===== config.mk =====
export PLATFORM = sky130hd
export DESIGN_NAME = instruction_fetch_unit
export DESIGN_NICKNAME = d
export VERILOG_FILES = /design/src/rtl/instruction_fetch_unit.sv
export SDC_FILE = /design/constraint.sdc
export NUM_CORES = 1
export LEC_CHECK = 0
export CELL_PAD_IN_SITES_DETAIL_PLACEMENT = 0
export CELL_PAD_IN_SITES_GLOBAL_PLACEMENT = 1
export CORE_AREA = 2 2 120 122
export CTS_CLUSTER_DIAMETER = 30
export CTS_CLUSTER_SIZE = 12
export DETAILED_ROUTE_END_ITERATION = 10
export DIE_AREA = 0 0 122 124
export PLACE_DENSITY_LB_ADDON = 0.1
export SYNTH_ARGS = -nofsm -noshare
export SYNTH_HDL_FRONTEND = slang
export SYNTH_SLANG_ARGS = --single-unit
export TNS_END_PERCENT = 1

===== constraint.sdc =====
create_clock -name clk_i -period 3 [get_ports clk_i]
set_input_delay 0.45 -clock clk_i [delete_from_list [all_inputs] [get_ports clk_i]]
set_output_delay 0.45 -clock clk_i [all_outputs]
set_load 0.05 [all_outputs]

===== src/rtl/instruction_fetch_unit.sv =====
// Instruction fetch unit: drives the fetch PC to a combinational instruction memory,
// buffers returned words in a small prefetch FIFO, and handles redirect/flush and halt.
module instruction_fetch_unit #(
  parameter int unsigned         ADDR_W    = 16,
  parameter int unsigned         INSTR_W   = 16,
  parameter int unsigned         DEPTH     = 2,
  parameter logic [ADDR_W-1:0]   RESET_PC  = 16'h0000,
  parameter logic [INSTR_W-1:0]  HALT_WORD = 16'hFFFF
) (
  input  logic               clk_i,
  input  logic               rst_i,
  output logic [ADDR_W-1:0]  imem_addr_o,
  input  logic [INSTR_W-1:0] imem_instr_i,
  input  logic               redirect_i,
  input  logic [ADDR_W-1:0]  redirect_target_i,
  output logic               instr_valid_o,
  input  logic               instr_ready_i,
  output logic [INSTR_W-1:0] instr_o,
  output logic [ADDR_W-1:0]  instr_pc_o,
  output logic               halted_o
);

  localparam int unsigned CNT_W = $clog2(DEPTH + 1);
  localparam int unsigned PTR_W = $clog2(DEPTH);

  localparam logic [1:0] ST_FETCH     = 2'd0;
  localparam logic [1:0] ST_HALT_PEND = 2'd1;
  localparam logic [1:0] ST_HALTED    = 2'd2;

  logic [1:0]         state_q, state_d;
  logic [ADDR_W-1:0]  pc_q, pc_d;
  logic [CNT_W-1:0]   cnt_q, cnt_d;
  logic [PTR_W-1:0]   rd_ptr_q, rd_ptr_d;
  logic [PTR_W-1:0]   wr_ptr_q, wr_ptr_d;
  logic               valid_q, valid_d;
  logic               halted_q, halted_d;
  logic [INSTR_W-1:0] instr_mem_q [DEPTH];
  logic [ADDR_W-1:0]  pc_mem_q    [DEPTH];

  logic pop;
  logic pop_eff;
  logic push;
  logic flush;

  assign imem_addr_o   = pc_q;
  assign instr_valid_o = valid_q;
  assign instr_o       = instr_mem_q[rd_ptr_q];
  assign instr_pc_o    = pc_mem_q[rd_ptr_q];
  assign halted_o      = halted_q;

  assign pop = valid_q & instr_ready_i;

  // Next-state: fetch/capture decision, redirect flush, FIFO bookkeeping, halt drain
  always_comb begin
    state_d  = state_q;
    pc_d     = pc_q;
    push     = 1'b0;
    flush    = 1'b0;
    pop_eff  = 1'b0;
    cnt_d    = cnt_q;
    rd_ptr_d = rd_ptr_q;
    wr_ptr_d = wr_ptr_q;
    valid_d  = 1'b0;
    halted_d = 1'b0;

    case (state_q)
      ST_FETCH: begin
        if (redirect_i) begin
          flush = 1'b1;
          pc_d  = redirect_target_i & ~ADDR_W'(1);
        end else if ((cnt_q < CNT_W'(DEPTH)) || pop) begin
          if (imem_instr_i == HALT_WORD) begin
            state_d = ST_HALT_PEND;
          end else begin
            push = 1'b1;
            pc_d = pc_q + ADDR_W'(2);
          end
        end
      end
      ST_HALT_PEND: begin
        if (redirect_i) begin
          flush   = 1'b1;
          pc_d    = redirect_target_i & ~ADDR_W'(1);
          state_d = ST_FETCH;
        end
      end
      ST_HALTED: begin
        state_d = ST_HALTED;
      end
      default: begin
        state_d = ST_FETCH;
      end
    endcase

    // A pop coincident with a flush never reaches decode
    pop_eff = pop & ~flush;

    if (flush) begin
      cnt_d    = '0;
      rd_ptr_d = '0;
      wr_ptr_d = '0;
    end else begin
      cnt_d    = cnt_q + CNT_W'(push) - CNT_W'(pop_eff);
      rd_ptr_d = rd_ptr_q + PTR_W'(pop_eff);
      wr_ptr_d = wr_ptr_q + PTR_W'(push);
    end

    if ((state_d == ST_HALT_PEND) && (cnt_d == '0)) begin
      state_d = ST_HALTED;
    end

    valid_d  = (cnt_d != '0) && (state_d != ST_HALTED);
    halted_d = (state_d == ST_HALTED);
  end

  // State, pointer and output registers
  always_ff @(posedge clk_i or posedge rst_i) begin
    if (rst_i) begin
      state_q  <= ST_FETCH;
      pc_q     <= RESET_PC;
      cnt_q    <= '0;
      rd_ptr_q <= '0;
      wr_ptr_q <= '0;
      valid_q  <= 1'b0;
      halted_q <= 1'b0;
    end else begin
      state_q  <= state_d;
      pc_q     <= pc_d;
      cnt_q    <= cnt_d;
      rd_ptr_q <= rd_ptr_d;
      wr_ptr_q <= wr_ptr_d;
      valid_q  <= valid_d;
      halted_q <= halted_d;
    end
  end

  // Prefetch storage; cleared on reset so the head reads as zero
  always_ff @(posedge clk_i or posedge rst_i) begin
    if (rst_i) begin
      for (int i = 0; i < int'(DEPTH); i++) begin
        instr_mem_q[i] <= '0;
        pc_mem_q[i]    <= '0;
      end
    end else if (push) begin
      instr_mem_q[wr_ptr_q] <= imem_instr_i;
      pc_mem_q[wr_ptr_q]    <= pc_q;
    end
  end

endmodule


Word level (Yosys, flattened, before mapping)
Cells that the tools add are included.
{"block": "word_totals", "reg_bits": 88, "in_bits": 36, "output_inout_bits": 50, "elab_cells": 74}
{"block": "classes", "n_addsub": 5, "order_cmp": 4, "eq_ne": 9, "n_mux": 30, "bitwise_logic": 5, "reduce_logical": 10}
{"operator": "2-to-1 mux 16 bit", "count": 11}
{"operator": "bitwise mux 32 bit", "count": 2}
{"operator": "one-hot mux 16 bit (2 select lines)", "count": 1}
{"operator": "adder 16 x 2 -> 16 bit, second input constant", "count": 1}
{"operator": "demux 16 bit (select 1 bit)", "count": 1}
{"operator": "== test 16 bit, second input constant", "count": 1}
{"operator": "2-to-1 mux 2 bit", "count": 6}
{"operator": "2-to-1 mux 1 bit", "count": 8}
{"operator": "inequality test 3 bit, second input constant", "count": 2}
{"operator": "one-hot mux 2 bit (3 select lines)", "count": 1}
{"operator": "== test 2 x 1 -> 1 bit, second input constant", "count": 2}
{"operator": "== test 2 bit, second input constant", "count": 2}
{"operator": ">= comparator 2 bit, second input constant", "count": 2}
{"operator": "logical NOT 2 bit", "count": 2}
{"operator": "inequality test 2 bit, second input constant", "count": 2}
{"operator": "inverter 1 -> 2 bit", "count": 2}
{"operator": "AND reduction 4 bit", "count": 1}
{"operator": "nonzero test 2 bit", "count": 2}
{"operator": "logical AND 1 bit", "count": 3}
{"operator": "adder 1 bit", "count": 2}
{"operator": "adder 2 x 1 -> 2 bit", "count": 1}
{"operator": "bitwise AND 1 bit", "count": 2}
{"operator": "less-than comparator 2 x 1 -> 1 bit, second input constant", "count": 1}
{"operator": "less-than comparator 2 bit, second input constant", "count": 1}
{"operator": "4 further kinds", "count": 4}

Longest topological paths before layout
Gate-level depths: netlist of run 1.
{"block": "depth", "ltp_word": 13, "ltp_mapped": 11, "depth_no_buf": 11}

Least setup slack after synthesis of run 1
Ideal clock, no wire load.
{"block": "synth_path", "path_type": "flip-flop to flip-flop", "from": "register valid_q (netlist: instr_valid_o)", "to": "register halted_q (netlist: halted_o)", "setup_time_ns": 0.082, "t_arrival_ns": 2.659, "required_time_ns": 2.918, "setup_slack_ns": 0.258, "stages_incl_launch_ff": 12, "path_buffers": 0, "period_less_slack_ns": 2.742, "cell_sequence": "dfrtp_1 > nand2_1 > a211o_1 > or3_1 > ha_1 > inv_1 > ha_1 > xor2_1 > xnor2_1 > nor2b_1 > nand2_1 > o22ai_1"}
{"block": "synth_between", "elab_chain_cells": 12, "elab_cells_between_ends": 17, "cone_classes": "2 x add/sub; 2 x eq/ne; 8 x mux; 2 x bitwise; 3 x reduce/logical"}
{"item": "start, declared", "line": "35", "source": "logic valid_q, valid_d;"}
{"item": "start signal, assigned", "line": "132", "source": "valid_q <= valid_d;"}
{"item": "bitwise AND 1 bit *", "line": "51", "source": "assign pop = valid_q & instr_ready_i;"}
{"item": "logical OR 1 bit", "line": "71", "source": "end else if ((cnt_q < CNT_W'(DEPTH)) || pop) begin"}
{"item": "2-to-1 mux 1 bit", "line": "71"}
{"item": "2-to-1 mux 1 bit", "line": "68", "source": "if (redirect_i) begin"}
{"item": "2-to-1 mux 1 bit", "line": "66", "source": "case (state_q)"}
{"item": "adder 2 x 1 -> 2 bit", "line": "103", "source": "cnt_d = cnt_q + CNT_W'(push) - CNT_W'(pop_eff);"}
{"item": "subtractor 2 x 1 -> 2 bit", "line": "103"}
{"item": "2-to-1 mux 2 bit", "line": "98", "source": "if (flush) begin"}
{"item": "logical NOT 2 bit", "line": "108", "source": "if ((state_d == ST_HALT_PEND) && (cnt_d == '0)) begin"}
{"item": "logical AND 1 bit", "line": "108"}
{"item": "2-to-1 mux 2 bit *", "line": "108"}
{"item": "== test 2 bit *", "line": "113", "source": "halted_d = (state_d == ST_HALTED);"}
{"item": "via halted_d", "line": "36", "source": "logic halted_q, halted_d;"}
{"item": "end signal, assigned", "line": "133", "source": "halted_q <= halted_d;"}
{"item": "end, declared", "line": "36"}
The timed path passes the listed nets; every way through them passes the cells marked *.
A chain may end at the register's enable or synchronous reset.

Worst setup path in the final report of run 1
{"block": "layout_path", "from": "input port instr_ready_i", "to": "register state_q[0]"}
{"block": "layout_between", "elab_chain_cells": 11, "elab_cells_between_ends": 16, "cone_classes": "2 x add/sub; 1 x eq/ne; 8 x mux; 2 x bitwise; 3 x reduce/logical"}
{"item": "start, declared", "line": "17", "source": "input logic instr_ready_i,"}
{"item": "bitwise AND 1 bit *", "line": "51"}
{"item": "logical OR 1 bit", "line": "71"}
{"item": "2-to-1 mux 1 bit", "line": "71"}
{"item": "2-to-1 mux 1 bit", "line": "68"}
{"item": "2-to-1 mux 1 bit", "line": "66"}
{"item": "adder 2 x 1 -> 2 bit", "line": "103"}
{"item": "subtractor 2 x 1 -> 2 bit", "line": "103"}
{"item": "2-to-1 mux 2 bit", "line": "98"}
{"item": "logical NOT 2 bit", "line": "108"}
{"item": "logical AND 1 bit", "line": "108"}
{"item": "2-to-1 mux 2 bit *", "line": "108"}
{"item": "via state_d[0]", "line": "30", "source": "logic [1:0] state_q, state_d;"}
{"item": "end signal, assigned", "line": "127", "source": "state_q <= state_d;"}
{"item": "end, declared", "line": "30"}
Marked as above.

==> results of run 1 <==
critical path, stage by stage:
cell	delay, ns
clkdlybuf4s50_1	0.45
nand2_1	0.06
a211o_1	0.31
or3_1	0.38
ha_1	0.28
inv_1	0.04
ha_1	0.17
xor2_1	0.17
xnor2_1	0.13
nor2b_1	0.15
buf_4	0.13
nor4_1	0.17
Yosys cell counts (all sizes together) (2+ instances only):
cell type / instances
a21oi: 22
a22o: 2
a31oi: 2
and4: 4
buf: 18
dfrtp: 85
ha: 5
inv: 6
mux2: 93
nand2: 30
nand3: 7
nand4: 8
nor2: 9
nor2b: 2
nor4: 2
o21ai: 11
o22ai: 6
o32ai: 2
xor2: 2
layer usage:
layer,vias up,routed length [microns]
li1,1380,-
met1,1454,4484
met2,71,4686
met3,9,606
met4,0,112
met5,-,0
stage by stage:
| step | instance area (sq um) | hold slack, ns | power (mW) |
|---|---|---|---|
| 4_1_cts | 5650 | 0.4773 | 2.455 |
| 2_1_floorplan | 4048 | 0.4733 | 1.312 |
| 6_report | 5650 | 0.4630 | 2.400 |
| 5_1_grt | 5650 | 0.5080 | 2.534 |
| 3_5_place_dp | 5389 | 0.4902 | 1.429 |
| 3_3_place_gp | 5389 | 0.4828 | 1.428 |
flip-flops by register name (all words and copies together), names as in the netlist, 2 cells and up:
signal / flops
cnt_q: 2
imem_addr_o: 15
instr_mem_q: 32
pc_mem_q: 30
state_q: 2
cells in the final DEF, fill, tap and decap left out, types with 3 or more instances in the layout:
| master | n |
|---|---|
| mux2_1 | 3 |
| clkbuf_1 | 3 |
| nand2_1 | 30 |
| nand3_1 | 7 |
| clkbuf_16 | 9 |
| inv_1 | 5 |
| ha_1 | 3 |
| and4_1 | 4 |
| nor2_1 | 9 |
| mux2_2 | 90 |
| clkinv_2 | 3 |
| buf_4 | 30 |
| clkdlybuf4s50_1 | 51 |
| buf_12 | 24 |
| a21oi_1 | 21 |
| o21ai_0 | 11 |
| nand4_1 | 8 |
| o22ai_1 | 6 |
| dfrtp_1 | 85 |
cells by family (layout without fill, tap and decap cells):
kind of cell             Yosys count  after routing
other                              1              2
AND/OR/NAND/NOR                   65             65
multiplexers                      94             94
flip-flops                        85             85
buffers and inverters             25            127
adder cells (fa/ha/maj)            5              5
AO/OA/AOI/OAI                     51             51
XOR/XNOR                           3              3
final timing paths:
| kind | start | end | slack (ns) | cells past startpoint |
|---|---|---|---|---|
| max | instr_ready_i | state_q[0] | 0.34 | 12 |
| min | rst_i | instr_mem_q[11] | 0.46 | 2 |
| max reg2reg | state_q[0] | state_q[0] | 0.51 | 10 |
| min reg2reg | instr_mem_q[20] | instr_mem_q[20] | 0.50 | 1 |
| max in group asynchronous | rst_i | pc_mem_q[27] | 1.94 | 3 |
| min in group clk_i | instr_mem_q[20] | instr_mem_q[20] | 0.50 | 1 |
where the power goes:
group | switching (mW) | internal, mW
combinational | 0.124 | 0.0948
sequential | 0.0241 | 1.16
clock | 0.438 | 0.558
final cells by class:
type	count	area [sq um]	share of cell area, %
inverter	6	23.77	0.4207
sequential	85	2127	37.64
multi-input combinational	220	1797	31.80
clock inverter	4	25.02	0.4429
clock buffer	12	236.5	4.185
timing repair buffer	105	1216	21.52
tap	180	225.2	3.986
==> impl_results.md, run 1 <==
- Status: complete, no violations
- # Max-Cap Violations: 0
- Drt pass-1 iters: 4
- GR Util met1: 17.87%
- Fin crit share: 88.55%
- Share of cells above drive strength 1: 38.19%
- Vias in the first global route: 3055
- GR Util met2: 23.22%
- Io pins: 86
- Iter 0 DRT Violations: 102
- Worst Setup Start Kind: primary input
- Worst slew margin: 62.46%
- Initial core utilization: 29.48%
- Netlist cell types: 39
- Crit end category: register
- Die X: 122 microns
- Yosys warns: 0
- Mean Syn Cell Area: 12.29 sq um
- Placed cells: 596
- Area contributors post-synth: dfrtp_1 53%, mux2_2 25%, nand2_1 2.8%
- Clock Tree Root: clkbuf_16
- Post-CTS setup buffers: 0
- First-pass GRT wire length: 16060 microns
- Main combinational cell family by area after synthesis: multiplexers
- Routed vias: 2914
- Clk slew on worst S/H paths: 0.06 ns
- Seq cells post-synth: 85
- Port Buffers: 82
- Ys async rst share: 100.0%
- Clock skew: 0.006062 ns
- XOR/XNOR Fraction of Synth Area: 0.6498%
- Clock sinks: 85
- WP data arrival: 2.89 ns
- Mapped Cells: 329
- CTS resizes: 0
- CTS Buffer Depth: 2
- Post-DRT Antenna Nets: 0
- Setup TNS: 0 ns
- EDFF count, synth: 0
- Top cell type's share of synthesized area: 52.60%
- Least-Margin Pin Slew: 0.5625 ns
- Gr usage total: 14.09%
- Placed wire-length estimate: 6915 microns
- Setup violators final: 0
- Primary FF master, synth: dfrtp_1
- Pwr dens: 424.8 mW/mm^2
- Cts bufs inserted: 9
- Post-synthesis compound-gate area fraction: 7.704%
- Post-Synth Adder-Cell Area: 1.547%
- Synth Cell Area: 0.004044 sq mm
- Hold_buf cts: 0
- Vias per inst: 4.761
- Worst Path Required: 3.24 ns
- Hold Violations, Final: 0
- Fin cells: 612
- Global placer's final weighted congestion: 0.7778
- Critical path fanouts, max: 2
- Fmax: 0.3764 GHz
- Initial antenna violation count: 0
- Setup WS post-layout: 0.3435 ns
- Post-synthesis sequential area ratio: 52.60%
- Multiplexer share of the synthesized area: 26.14%
- Most used routing layer: met2
- Post-Synth Simple-Gate Area: 8.075%
- FP Rows: 43
- Leakage power: 2.643 nW
- # DRC: 0
- Worst VDD drop: 0.2561 mV
- Met3 GRT Util: 4.625%
- Die Y: 124 microns
- Core area: 0.01372 sq mm
- Slew Viols, Final: 0
- Worst-Skew Late Latency: 0.34 ns
- Antenna cell count: 0
- Htree depth: 3
- DP Worst Slack: 0.002719 ns
- TritonCTS clock tree: built
- Largest net degree at the start of global routing: 35
- Area Growth Syn to Fin: 39.73%
- Hold Path Class: primary input to async pin
- Critical path type: primary input to register
- Final #Nets: 468
- Minimum clock period: 2.657 ns
- RSZ-0062 raised after global routing: false
- Gr ovfl total: 0
- Yosys top cell by area: dfrtp_1
- Core Util, Final: 41.19%
- DIE AREA: 0.01513 sq mm
- # fillers: 1351
- DR WL/cell: 16.16 microns
- Final WL: 9888 microns
Note: power is estimated with default switching activity, not from simulation.
==> inputs of run 2 (changes only) <==
--- a/config.mk
+++ b/config.mk
@@ -5,14 +5,15 @@
 export SDC_FILE = /design/constraint.sdc
 export NUM_CORES = 1
 export LEC_CHECK = 0
+export CAP_MARGIN = 20
 export CELL_PAD_IN_SITES_DETAIL_PLACEMENT = 0
 export CELL_PAD_IN_SITES_GLOBAL_PLACEMENT = 1
-export CORE_AREA = 2 2 120 122
+export CORE_AREA = 4 4 122 124
 export CTS_CLUSTER_DIAMETER = 30
 export CTS_CLUSTER_SIZE = 12
 export DETAILED_ROUTE_END_ITERATION = 10
-export DIE_AREA = 0 0 122 124
-export PLACE_DENSITY_LB_ADDON = 0.1
+export DIE_AREA = 0 0 126 128
+export PLACE_DENSITY_LB_ADDON = 0.15
 export SYNTH_ARGS = -nofsm -noshare
 export SYNTH_HDL_FRONTEND = slang
 export SYNTH_SLANG_ARGS = --single-unit
==> impl_results.md, run 2 (synthesis gave the netlist of run 1 again) <==
- Status: complete, no violations
- Crit path from: instr_ready_i
- Initial core utilization: 29.36%
- Hold Crit Start: pc_mem_q[18]
- Clock sinks: 85
- Io pins: 86
- WP data arrival: 3.00 ns
- GR Util met2: 19.69%
- Placed wire-length estimate: 6849 microns
- Worst stage delay on the critical path: 0.46 ns
- Die Y: 128 microns
- Fmax: 0.3627 GHz
- Area Growth Syn to Fin: 42.76%
- Gr ovfl total: 0
- Largest net degree at the start of global routing: 45
- Max FFs per register: 32
- CTS resizes: 0
- Post-DRT Antenna Nets: 0
- Worst VDD drop: 0.2287 mV
- Critical path fanouts, max: 3
- DIE AREA: 0.01613 sq mm
- Gr usage total: 13.02%
- Clock Tree Root: clkbuf_16
- CP max stage cell: clkdlybuf4s50_1
- Worst hold slack: 0.5017 ns
- Commonest cells after routing, fill and taps aside: 90 x mux2_2, 85 x dfrtp_1, 51 x clkdlybuf4s50_1
- Minimum clock period: 2.757 ns
- RSZ-0062 raised after global routing: false
- Worst Path Buf+Inv: 2
- Cts bufs inserted: 9
- RR Startpoint: state_q[0]
- Cell family with most CP delay: simple AND/OR/NAND/NOR gates
- Met3 GRT Util: 3.500%
- DR WL/cell: 16.61 microns
- Final #Nets: 463
- Htree depth: 3
- Post-CTS setup buffers: 0
- Routed vias: 2914
- Worst-Skew Late Latency: 0.33 ns
- Final WL: 10080 microns
- Worst Setup Start Kind: primary input
- Worst slew margin: 47.10%
- Tot Pwr: 2.519 mW
- Critical path type: primary input to register
- Hold Path Class: register to register
- Drt pass-1 iters: 4
- Clock skew: 0.007599 ns
- Die X: 126 microns
- Iter 0 DRT Violations: 168
- Least-Margin Pin Slew: 0.7926 ns
- Vias in the first global route: 3076
- GR Util met1: 17.91%
- Share of cells above drive strength 1: 38.17%
- CTS Buffer Depth: 2
- Worst Path Required: 3.25 ns
- Fin crit share: 91.92%
- # Max-Cap Violations: 0
- Core area: 0.01377 sq mm
- Dpl cell area: 0.005456 sq mm
- Hold Violations, Final: 0
- Clk slew on worst S/H paths: 0.06 ns
- Pwr dens: 436.3 mW/mm^2
- Crit path cell chain: clkdlybuf4s50_1, nand2_1, a211o_1, or3_1, ha_1, inv_1, ha_1, xor2_1, xnor2_1, nor2b_1, nand2_1, o22ai_1
- Most common cell after layout, fill and taps aside: mux2_2
- Most used routing layer: met2
- FP Rows: 43
- Vias per inst: 4.801
- Hold_buf cts: 0
- Global placer's final weighted congestion: 0.7512
- Slew Viols, Final: 0
- Leakage power: 2.674 nW
- First-pass GRT wire length: 16550 microns
- Port Buffers: 82
- Initial antenna violation count: 0
- Largest Register: instr_mem_q
- Crit end category: register
- Setup violators final: 0
- TritonCTS clock tree: built
- Antenna cell count: 0
- # DRC: 0
- Final instance area: 0.005773 sq mm
[run 2: changes by cell type in the layout (fill, tap and decap cells not counted), sizes merged]
cell	previous run	this run
buf	54	49
bufinv	0	1
clkbuf	12	10
clkinv	3	6
clkinvlp	2	0
[run 2: metrics by stage]
step / worst slack (ns) / cells / util, % / setup TNS [ns]
floorplan: 0.2582 / 330 / - / 0
finish: 0.2425 / 607 / 41.92 / 0
global placement: -0.06557 / 590 / 39.62 / -0.1171
CTS: 0.2251 / 606 / 41.81 / 0
detailed placement: -0.1084 / 590 / 39.62 / -0.2253
global route: 0.06441 / 607 / 41.92 / 0
[run 2: routing by layer]
metal / routed length (microns) / up-vias
met4: 165 / 0
met2: 4522 / 75
met5: 0 / -
met3: 522 / 12
li1: - / 1369
met1: 4873 / 1458
[run 2: final timing paths]
kind                              endpoint  slack (ns)  cells past startpoint
setup / recovery                state_q[1]        0.24                     12
min in group asynchronous  instr_mem_q[17]        0.59                      2
setup reg to reg                state_q[1]        0.44                     10
hold / removal                pc_mem_q[18]        0.50                      1
hold reg to reg               pc_mem_q[18]        0.50                      1
max in group asynchronous     pc_mem_q[21]        1.72                      3
[run 2: final cells by class]
cell class              count  area, sq um
multi-input cells         220         1797
fillers                  1326         8000
clock buffers              10        239.0
inverters                   6        23.77
clock inverters             6        62.56
repair buffers            100         1299
well taps                 180        225.2
flip-flops and latches     85         2127
[run 2: where the power goes]
part / total (mW) / switching [mW] / internal [mW]
clock network: 1.12 / 0.451 / 0.666
logic: 0.217 / 0.124 / 0.0927
registers: 1.19 / 0.0259 / 1.16
[run 2: worst reg2reg max path, stage by stage, from the launching register on]
cell and delay, ns:
dfrtp_1 0.45, a211o_1 0.31, or3_1 0.37, ha_1 0.28
inv_1 0.04, ha_1 0.17, xor2_1 0.20, xnor2_1 0.16
nor2b_1 0.27, nand2_1 0.11, o22ai_1 0.13
